**src/rtl/mem_lsu.sv**
```systemverilog
// Memory stage: passes ALU results through, or sequences byte/half/word loads
// and stores one byte per cycle over an 8-bit synchronous RAM port.
module mem_lsu #(
   parameter int ADDR_W = 32
) (
   input  logic              clk,
   input  logic              rst,
   input  logic              mem_en_i,
   input  logic [3:0]        mem_op_i,
   input  logic [31:0]       mem_addr_i,
   input  logic [31:0]       reg2_i,
   input  logic [4:0]        wd_i,
   input  logic              wreg_i,
   input  logic [31:0]       wdata_i,
   output logic [4:0]        wd_o,
   output logic              wreg_o,
   output logic [31:0]       wdata_o,
   output logic              busy_o,
   output logic              done_o,
   output logic              ram_ce_o,
   output logic              ram_we_o,
   output logic [ADDR_W-1:0] ram_addr_o,
   output logic [7:0]        ram_dout_o,
   input  logic [7:0]        ram_din_i
);

   typedef enum logic [1:0] {IDLE, ACCESS, WAIT, DONE} state_t;

   state_t      r_state;
   state_t      w_next;
   logic [3:0]  r_op;
   logic [31:0] r_addr;
   logic [31:0] r_reg2;
   logic [31:0] r_acc;
   logic [4:0]  r_wd;
   logic        r_wreg;
   logic [1:0]  r_k;

   logic        w_store;
   logic        w_signExt;
   logic [1:0]  w_last;
   logic [1:0]  w_kPrev;
   logic [31:0] w_byteAddr;
   logic [31:0] w_loadData;

   assign w_store    = r_op[3];
   assign w_signExt  = ~r_op[2];
   assign w_last     = (r_op[1:0] == 2'b00) ? 2'd0 : (r_op[1:0] == 2'b01) ? 2'd1 : 2'd3;
   assign w_kPrev    = r_k - 2'd1;
   assign w_byteAddr = r_addr + {30'd0, r_k};

   always_comb begin
      case (r_op[1:0])
         2'b00:   w_loadData = {{24{w_signExt & r_acc[7]}}, r_acc[7:0]};
         2'b01:   w_loadData = {{16{w_signExt & r_acc[15]}}, r_acc[15:0]};
         default: w_loadData = r_acc;
      endcase
   end

   // Read data lags its address by one cycle, so ACCESS step k stores byte k-1
   // and the trailing WAIT cycle picks up the final byte.
   always_ff @(posedge clk or posedge rst) begin
      if (rst) begin
         r_state <= IDLE;
         r_op    <= 4'd0;
         r_addr  <= 32'd0;
         r_reg2  <= 32'd0;
         r_acc   <= 32'd0;
         r_wd    <= 5'd0;
         r_wreg  <= 1'b0;
         r_k     <= 2'd0;
      end else begin
         r_state <= w_next;
         case (r_state)
            IDLE: begin
               if (mem_en_i) begin
                  r_op   <= mem_op_i;
                  r_addr <= mem_addr_i;
                  r_reg2 <= reg2_i;
                  r_wd   <= wd_i;
                  r_wreg <= wreg_i;
                  r_acc  <= 32'd0;
                  r_k    <= 2'd0;
               end
            end
            ACCESS: begin
               if (!w_store && (r_k != 2'd0))
                  r_acc[{w_kPrev, 3'b000} +: 8] <= ram_din_i;
               r_k <= r_k + 2'd1;
            end
            WAIT: r_acc[{w_last, 3'b000} +: 8] <= ram_din_i;
            default: ;
         endcase
      end
   end

   // Everything is forced low while reset is held, including the pass-through path.
   always_comb begin
      w_next     = r_state;
      wd_o       = 5'd0;
      wreg_o     = 1'b0;
      wdata_o    = 32'd0;
      busy_o     = 1'b0;
      done_o     = 1'b0;
      ram_ce_o   = 1'b0;
      ram_we_o   = 1'b0;
      ram_addr_o = '0;
      ram_dout_o = 8'd0;
      case (r_state)
         IDLE: begin
            if (mem_en_i) begin
               busy_o = 1'b1;
               w_next = ACCESS;
            end else begin
               wd_o    = wd_i;
               wreg_o  = wreg_i;
               wdata_o = wdata_i;
            end
         end
         ACCESS: begin
            busy_o     = 1'b1;
            ram_ce_o   = 1'b1;
            ram_we_o   = w_store;
            ram_addr_o = w_byteAddr[ADDR_W-1:0];
            if (w_store)
               ram_dout_o = r_reg2[{r_k, 3'b000} +: 8];
            if (r_k == w_last)
               w_next = w_store ? DONE : WAIT;
         end
         WAIT: begin
            busy_o = 1'b1;
            w_next = DONE;
         end
         DONE: begin
            done_o = 1'b1;
            wd_o   = r_wd;
            if (!w_store) begin
               wreg_o  = r_wreg;
               wdata_o = w_loadData;
            end
            w_next = IDLE;
         end
         default: w_next = IDLE;
      endcase
      if (rst) begin
         wd_o       = 5'd0;
         wreg_o     = 1'b0;
         wdata_o    = 32'd0;
         busy_o     = 1'b0;
         done_o     = 1'b0;
         ram_ce_o   = 1'b0;
         ram_we_o   = 1'b0;
         ram_addr_o = '0;
         ram_dout_o = 8'd0;
      end
   end

endmodule

```
**config.mk**
```make
export PLATFORM = sky130hd
export DESIGN_NAME = mem_lsu
export DESIGN_NICKNAME = d
export VERILOG_FILES = /design/src/rtl/mem_lsu.sv
export SDC_FILE = /design/constraint.sdc
export NUM_CORES = 1
export LEC_CHECK = 0
export ABC_CLOCK_PERIOD_IN_PS = 8100
export BUFFER_PORTS_ARGS = -buffer_cell sky130_fd_sc_hd__buf_4
export CORE_MARGIN = 2
export CORE_UTILIZATION = 30
export DETAILED_ROUTE_END_ITERATION = 16
export GPL_TIMING_DRIVEN = 0
export PLACE_DENSITY_LB_ADDON = 0.08
export SKIP_CTS_REPAIR_TIMING = 1
export SLEW_MARGIN = 20
export SYNTH_ARGS = -nofsm -noshare
export SYNTH_HDL_FRONTEND = slang
export SYNTH_SLANG_ARGS = --single-unit
export TNS_END_PERCENT = 10
```
**constraint.sdc**
```tcl
create_clock -name clk -period 8.1 [get_ports clk]
set_clock_uncertainty 0.2 [all_clocks]
set_input_delay 2.43 -clock clk [delete_from_list [all_inputs] [get_ports clk]]
set_output_delay 2.43 -clock clk [all_outputs]
set_load 0.02 [all_outputs]
```
=== Word-level counts from Yosys, hierarchy flattened ===
Cells that the tools add are included.

* Output and inout bits: 82
* Memories: 0
* Input bits: 117
* Register bits after elaboration: 110
* RAM bits: 0
* Logic and storage cells: 80
* ROM bits: 0
* Latch bits: 0

* Multiplexer cells: 39
* $lt $le $gt $ge: 0
* Multiply operators: 0
* Reductions and logical operators: 12
* $add $sub $neg: 5
* Divide/modulo/power cells: 0
* Bitwise logic cells: 3
* Shift-type cells: 5
* Equal/unequal tests: 8

{| class="wikitable"
|+ Operators with widths
! cell !! count
|-
| $mux 32 || 7
|-
| $pmux 32 s2 || 2
|-
| $pmux 32 s3 || 1
|-
| $bwmux 32 || 2
|-
| $shift 8x7->32 const A || 2
|-
| $shiftx 8x7->32 || 2
|-
| $add 32x2->32 || 1
|-
| $shiftx 32x6->8 || 1
|-
| $mux 8 || 3
|-
| $neg 5->7 || 2
|-
| $mux 1 || 12
|-
| $mux 2 || 5
|-
| $mux 5 || 2
|-
| $pmux 5 s2 || 1
|-
| $pmux 2 s4 || 1
|-
| $ne 2x2->1 const B || 3
|-
| $reduce_and 2->1 || 3
|-
| $eq 2x1->1 const B || 2
|-
| $eq 2x2->1 const B || 2
|-
| $logic_not 2->1 || 2
|-
| $pmux 1 s2 || 2
|-
| $pmux 2 s2 || 1
|-
| $reduce_bool 2->1 || 2
|-
| $reduce_and 3->1 || 1
|-
| 9 further kinds || 10
|}

=== Logic depth before layout (Yosys ltp) ===
Gate-level depths: netlist of the first run.

* Depth after elaboration: 7
* Mapped depth: 10
* Gate-level depth less buffers: 6

=== Worst setup path after synthesis of the first run ===
OpenSTA, ideal clock, no wires.

* Path type: input port to output port
* From: input rst
* To: output ram_dout_o[0]
* Data required time: 5.470 ns
* Slack: -0.315 ns
* Path buffers: 0
* Stages: 4
* Data arrival time: 5.785 ns
* Cell sequence: inv_1 > nand2_1 > inv_1 > and3_1

* Word-level cells in the longest chain between the ends: 1

{| class="wikitable"
|+ Ends and longest elaborated chain
! element !! RTL line !! RTL
|-
| from (decl) || 7 || <nowiki>input logic rst,</nowiki>
|-
| $mux 8 || 145 || <nowiki>if (rst) begin</nowiki>
|-
| to (decl) || 23 || <nowiki>output logic [7:0] ram_dout_o,</nowiki>
|}

Every way passes these cells.

=== Final worst setup path of the first run ===
* From: input mem_en_i
* To: output wdata_o[12]

* Word-level cells in the longest chain between the ends: 3

{| class="wikitable"
|+ Ends and longest elaborated chain
! element !! RTL line !! RTL
|-
| from (decl) || 8 || <nowiki>input logic mem_en_i,</nowiki>
|-
| $mux 32 || 111 || <nowiki>if (mem_en_i) begin</nowiki>
|-
| $pmux 32 s2 || 109 || <nowiki>case (r_state)</nowiki>
|-
| $mux 32 || 145 ||
|-
| to (decl) || 17 || <nowiki>output logic [31:0] wdata_o,</nowiki>
|}

Every way passes these cells.

==> flow_summary.toml, run 1 <==
[yosys]
synth_nets = 783
synth_area_leader_cell = "dfrtp_1"
synth_area_leaders = "dfrtp_1, mux2_2, a22o_1"
synth.top_cell.area_share = 0.417
ys_top_cells_by_count = "dfrtp_1, mux2_2, nand2_1"
synth_cell_types = 44
syn-cell-area_um2 = 6600
yosysMostFrequentCell = "dfrtp_1"
synth.avg_cell_area_um2 = 10.1
synth-edff-count = 0
synth_seq_area_share = 0.417
yosysWarnings = 0
synth_cells = 653
ys_ff_latch = 110
synthFlopType = "dfrtp_1"
async_flop_share = 1.00

[clock_network]
cts_tree = "yes"
clockBufferDepth = 2
root_buffer = "clkbuf_16"
htreeDepth = 3
clk_pin_slew_ps = 80
insertion_delay_ps = 360
cts-buffers-inserted = 9
clock_sink_count = 110

[place]
hpwl_mm = 16.0
port_buffers = 198
gp_congestion = 0.798
place_worst_setup_slack_ps = 1040
dp.cells = 1134
place_area_um2 = 8500

[timing]
worst_pin_slew_ps = 877
fin_ws_ps = 1120
slew_violations = 0
setup_viol = 0
finalCriticalPeriod_ps = 6980
rsz0062_at_grt = "no"
period_share = 0.862
timing.hold.ws_ps = 303
maxSlewHeadroom = 0.415
fmax_mhz = 143
hold_violations = 0

[setup_path]
start_kind = "input port"
cp.required_ps = 5470
crit_type = "in2out"
arrival_ps = 4350
crit_fanout = 10
worstSetupEndpointType = "output port"

[global_routing]
grt_pass1_wl_mm = 33.9
first_global_vias = 6193
grt-ovfl-total = 0
track_usage = 0.183
grt_max_degree = 32
antenna_found_initial = 0

[cells_and_area]
antenna-diode-count = 0
fin_area_um2 = 8810
fillers = 2198
nets = 995
syn_to_final_growth_pct = 33.5
instances_no_fill = 1150
drive_above_1_share = 0.378
final_util = 0.406
regArea_um2 = 2750
multi_input_area_um2 = 3600

[die]
start_util = 0.304
die_w_um = 152
rows = 54
die_area_um2 = 23200
core_area_um2 = 21700
fp.dieH_um = 152
pin_count = 199

[pwr]
ir_worst_vdd_v = 0.000131
p_per_area_nw_per_um2 = 334
power.static_leakage_nw = 3.79

[detailed_routing]
detail-route-antenna-nets = 0
detail_route.drc_violations = 0
routedWlPerCell_um = 18.7
first_iter_violations = 242
finalWirelength_mm = 21.5
dr_total_vias = 5931
drtPass1Iterations = 5
via_per_inst = 5.16

[status]
status = "complete, no violations"

[run]
max_cap_violations = 0

[worst_hold_path]
hold_class = "reg2reg"
-- area by class of cell --
class                   instances  share of cell area
clock inverters                 7             0.00951
well taps                     280              0.0398
clock buffers                   9              0.0256
inverters                      17             0.00767
flip-flops and latches        110               0.312
plain buffers                  49              0.0213
repair buffers                201               0.175
multi-input cells             477               0.408
-- final timing paths --
path,slack [ps],from,depth (start not counted),end
max in group asynchronous,4880,rst,4,r_acc[31]
min in group asynchronous,2000,rst,2,r_state[0]
min reg2reg,300,r_acc[23],1,r_acc[23]
min,300,r_acc[23],1,r_acc[23]
max reg2reg,4370,r_k[0],9,r_acc[21]
max,1120,mem_en_i,8,wdata_o[12]
-- metal layers --
metal,GRT usage,share of wire,vias to the layer above
met4,0.0543,0.016,0
met3,0.0455,0.063,22
met1,0.233,0.44,2864
met2,0.307,0.48,179
li1,-,-,2866
met5,0,0,-
-- power breakdown --
group	switching, mW	internal, mW
combinational	0.805	0.655
clock	0.241	0.223
sequential	0.228	0.789
total	1.27	1.67
-- flip-flops by register name, indices dropped and copies added (netlist names) --
name     count
r_wreg       1
r_addr      32
r_op         4
r_wd         5
r_reg2      32
r_acc       32
r_k          2
r_state      2
-- critical path, stage by stage --
cell and delay [ps]:
buf_4 130, nor2b_1 100, clkbuf_1 290, clkbuf_1 550
clkbuf_1 440, nand2_1 100, a21oi_1 150, buf_4 170
-- placed cells by master (no fill, tap or decap), types with 12 or more instances in the layout --
cell      synthesis  layout
inv_1            17      16
and3_1           12      12
dfrtp_1         110     110
nand2_1          54      54
clkbuf_1         44      44
o21ai_0          51      51
nor2_1           28      28
a22oi_1          30      30
o31ai_1          15      15
ha_1             12      12
a21oi_1          46      46
mux2_2           91      91
a22o_1           39      39
or4_1            15      15
buf_4             0     198
-- cells by family after synthesis --
family	synth area share
buf+inv	0.0381
xor+xnor	0.0159
compound gates	0.189
mux	0.182
simple gates	0.132
flops	0.417
fa+ha+maj	0.0258
-- per-stage QoR --
stage / power, mW / TNS (ps)
final: 2.94 / 0
after global routing: 3.16 / 0
after CTS: 2.97 / 0
after detailed placement: 2.49 / 0
after global placement: 2.44 / -33580
after floorplan: 1.99 / 0
Note: power is estimated with default switching activity, not from simulation.
==> inputs of run 2 (changes only) <==
--- a/config.mk
+++ b/config.mk
@@ -5,6 +5,7 @@
 export SDC_FILE = /design/constraint.sdc
 export NUM_CORES = 1
 export LEC_CHECK = 0
+export ABC_AREA = 1
 export ABC_CLOCK_PERIOD_IN_PS = 8100
 export BUFFER_PORTS_ARGS = -buffer_cell sky130_fd_sc_hd__buf_4
 export CORE_MARGIN = 2
==> flow_summary.toml, run 2 <==
[yosys]
async_flop_share = 1.00
synth_nets = 1166
yosysWarnings = 0
yosysMostFrequentCell = "nand2_1"
synth_area_leader_cell = "dfrtp_1"
syn-cell-area_um2 = 7220
synth_seq_area_share = 0.381
ys_ff_latch = 110
synthFlopType = "dfrtp_1"
synth.avg_cell_area_um2 = 6.97
synth_cell_types = 36
synth.top_cell.area_share = 0.381
synth_cells = 1036
synth-edff-count = 0
ys_top_cells_by_count = "nand2_1, nor2_1, dfrtp_1"
synth_area_leaders = "dfrtp_1, nand2_1, nor2_1"

[die]
core_area_um2 = 23500
die_w_um = 159
die_area_um2 = 25300
pin_count = 199
rows = 56
start_util = 0.307
fp.dieH_um = 159

[run]
max_cap_violations = 0

[setup_path]
crit_chain = "buf_4 -> nor2_1 -> clkbuf_2 -> o21ai_0 -> a21oi_1 -> buf_4"
crit_type = "in2out"
slowest_stage = "nor2_1"
crit_top_cell = "buf_4"
crit_buf_inv = 3
slowest_delay_ps = 560
start_kind = "input port"
crit_start = "rst"
cp.required_ps = 5470
worstSetupEndpointType = "output port"
crit_fanout = 10
arrival_ps = 3920
critPathTopFamily = "buffers and inverters"
r2r_start = "r_k[0]"

[clock_network]
cts_tree = "yes"
htreeDepth = 3
root_buffer = "clkbuf_16"
insertion_delay_ps = 370
clock_sink_count = 110
clk_pin_slew_ps = 80
cts-buffers-inserted = 9
clockBufferDepth = 2

[cells_and_area]
final_util = 0.401
final_common_cell = "nand2_1"
antenna-diode-count = 0
top_regs = "r_acc (32), r_addr (32), r_reg2 (32)"
drive_above_1_share = 0.243
layout_common_cells = "nand2_1, buf_4, nor2_1"
fin_area_um2 = 9440
syn_to_final_growth_pct = 30.9
nets = 1376

[detailed_routing]
detail_route.drc_violations = 0
detail-route-antenna-nets = 0
routedWlPerCell_um = 16.3
dr_total_vias = 7521
via_per_inst = 4.79
drtPass1Iterations = 5
first_iter_violations = 457
finalWirelength_mm = 25.5

[place]
place_area_um2 = 9140
gp_congestion = 0.880
port_buffers = 198
hpwl_mm = 19.5
place_worst_setup_slack_ps = 1600

[timing]
period_share = 0.809
rsz0062_at_grt = "no"
finalCriticalPeriod_ps = 6550
maxSlewHeadroom = 0.521
fin_ws_ps = 1550
slew_violations = 0
worst_pin_slew_ps = 716
setup_viol = 0
hold_violations = 0
fmax_mhz = 153

[worst_hold_path]
hold_class = "reg2reg"
hp-start = "r_wd[3]"

[status]
status = "complete, no violations"

[pwr]
power.static_leakage_nw = 4.53
p_per_area_nw_per_um2 = 341
ir_worst_vdd_v = 0.000140
power.total_mw = 3.22

[global_routing]
grt-ovfl-total = 0
track_usage = 0.200
antenna_found_initial = 0
grt_max_degree = 59
first_global_vias = 7305
grt_pass1_wl_mm = 40.4
[run 2: cell count changes after synthesis, moves of 28 or more]
| cell | previous run | this run |
|---|---|---|
| nand3_1 | 8 | 48 |
| clkbuf_1 | 44 | 16 |
| o21ai_0 | 51 | 85 |
| a22o_1 | 39 | 0 |
| mux2_2 | 91 | 39 |
| nand2_1 | 54 | 274 |
| inv_1 | 17 | 82 |
| a22oi_1 | 30 | 0 |
| nor2_1 | 28 | 168 |
| a21oi_1 | 46 | 108 |
[run 2: through the flow]
step	hold WS (ps)	TNS, ps	cells
finish	280	0	1570
global route	301	0	1570
CTS	281	0	1570
detailed placement	259	0	1554
global placement	256	-1540	1553
floorplan	242	0	1036
[run 2: final cells by class]
| type | instances | area (um2) |
|---|---|---|
| Buffer | 49 | 254 |
| Sequential cell | 110 | 2750 |
| Fill cell | 2573 | 14100 |
| Clock buffer | 9 | 225 |
| Timing Repair Buffer | 199 | 1510 |
| Multi-Input combinational cell | 790 | 3880 |
| Inverter | 87 | 333 |
| Tap cell | 319 | 399 |
| Clock inverter | 7 | 83.8 |
[run 2: worst paths after layout]
| path | end | slack, ps | cells after the start |
|---|---|---|---|
| setup / recovery | ram_addr_o[15] | 1550 | 6 |
| hold / removal | r_wd[3] | 280 | 2 |
| setup reg to reg | r_acc[2] | 5210 | 11 |
| hold reg to reg | r_wd[3] | 280 | 2 |
| max in group asynchronous | r_addr[11] | 4680 | 4 |
| min in group asynchronous | r_reg2[14] | 2340 | 3 |
[run 2: per-layer routing]
layer / up-vias / GRT usage / wire, um
li1: 3787 / - / -
met1: 3512 / 0.279 / 12200
met2: 195 / 0.316 / 11600
met3: 27 / 0.0414 / 1350
met4: 0 / 0.0525 / 423
met5: - / 0 / 0
[run 2: logic make-up (layout without fill, tap and decap cells)]
kind of cell	after synthesis	count (layout)	share of synthesized area
xor gates and xnor gates	1	1	0.00121
DFF	110	110	0.381
adders and majority gates	13	13	0.0236
muxes	39	39	0.0609
and+or+nand+nor	511	511	0.284
AOI/OAI and AO/OA	226	226	0.169
buffers and inverters	136	351	0.0806
[run 2: report_power, final]
group          internal [mW]  total [mW]  switching (mW)
registers              0.778       0.951           0.173
clock network          0.223       0.473           0.250
logic                  0.624        1.79            1.17
total                   1.62        3.22            1.59
[run 2: worst register-to-register path: cells and delay by family (launching register included)]
family	cells	cell delay, ps
flip-flops	1	470
buffers and inverters	4	850
adder cells (fa/ha/maj)	1	370
AND/OR/NAND/NOR	5	440
AO/OA/AOI/OAI	1	510
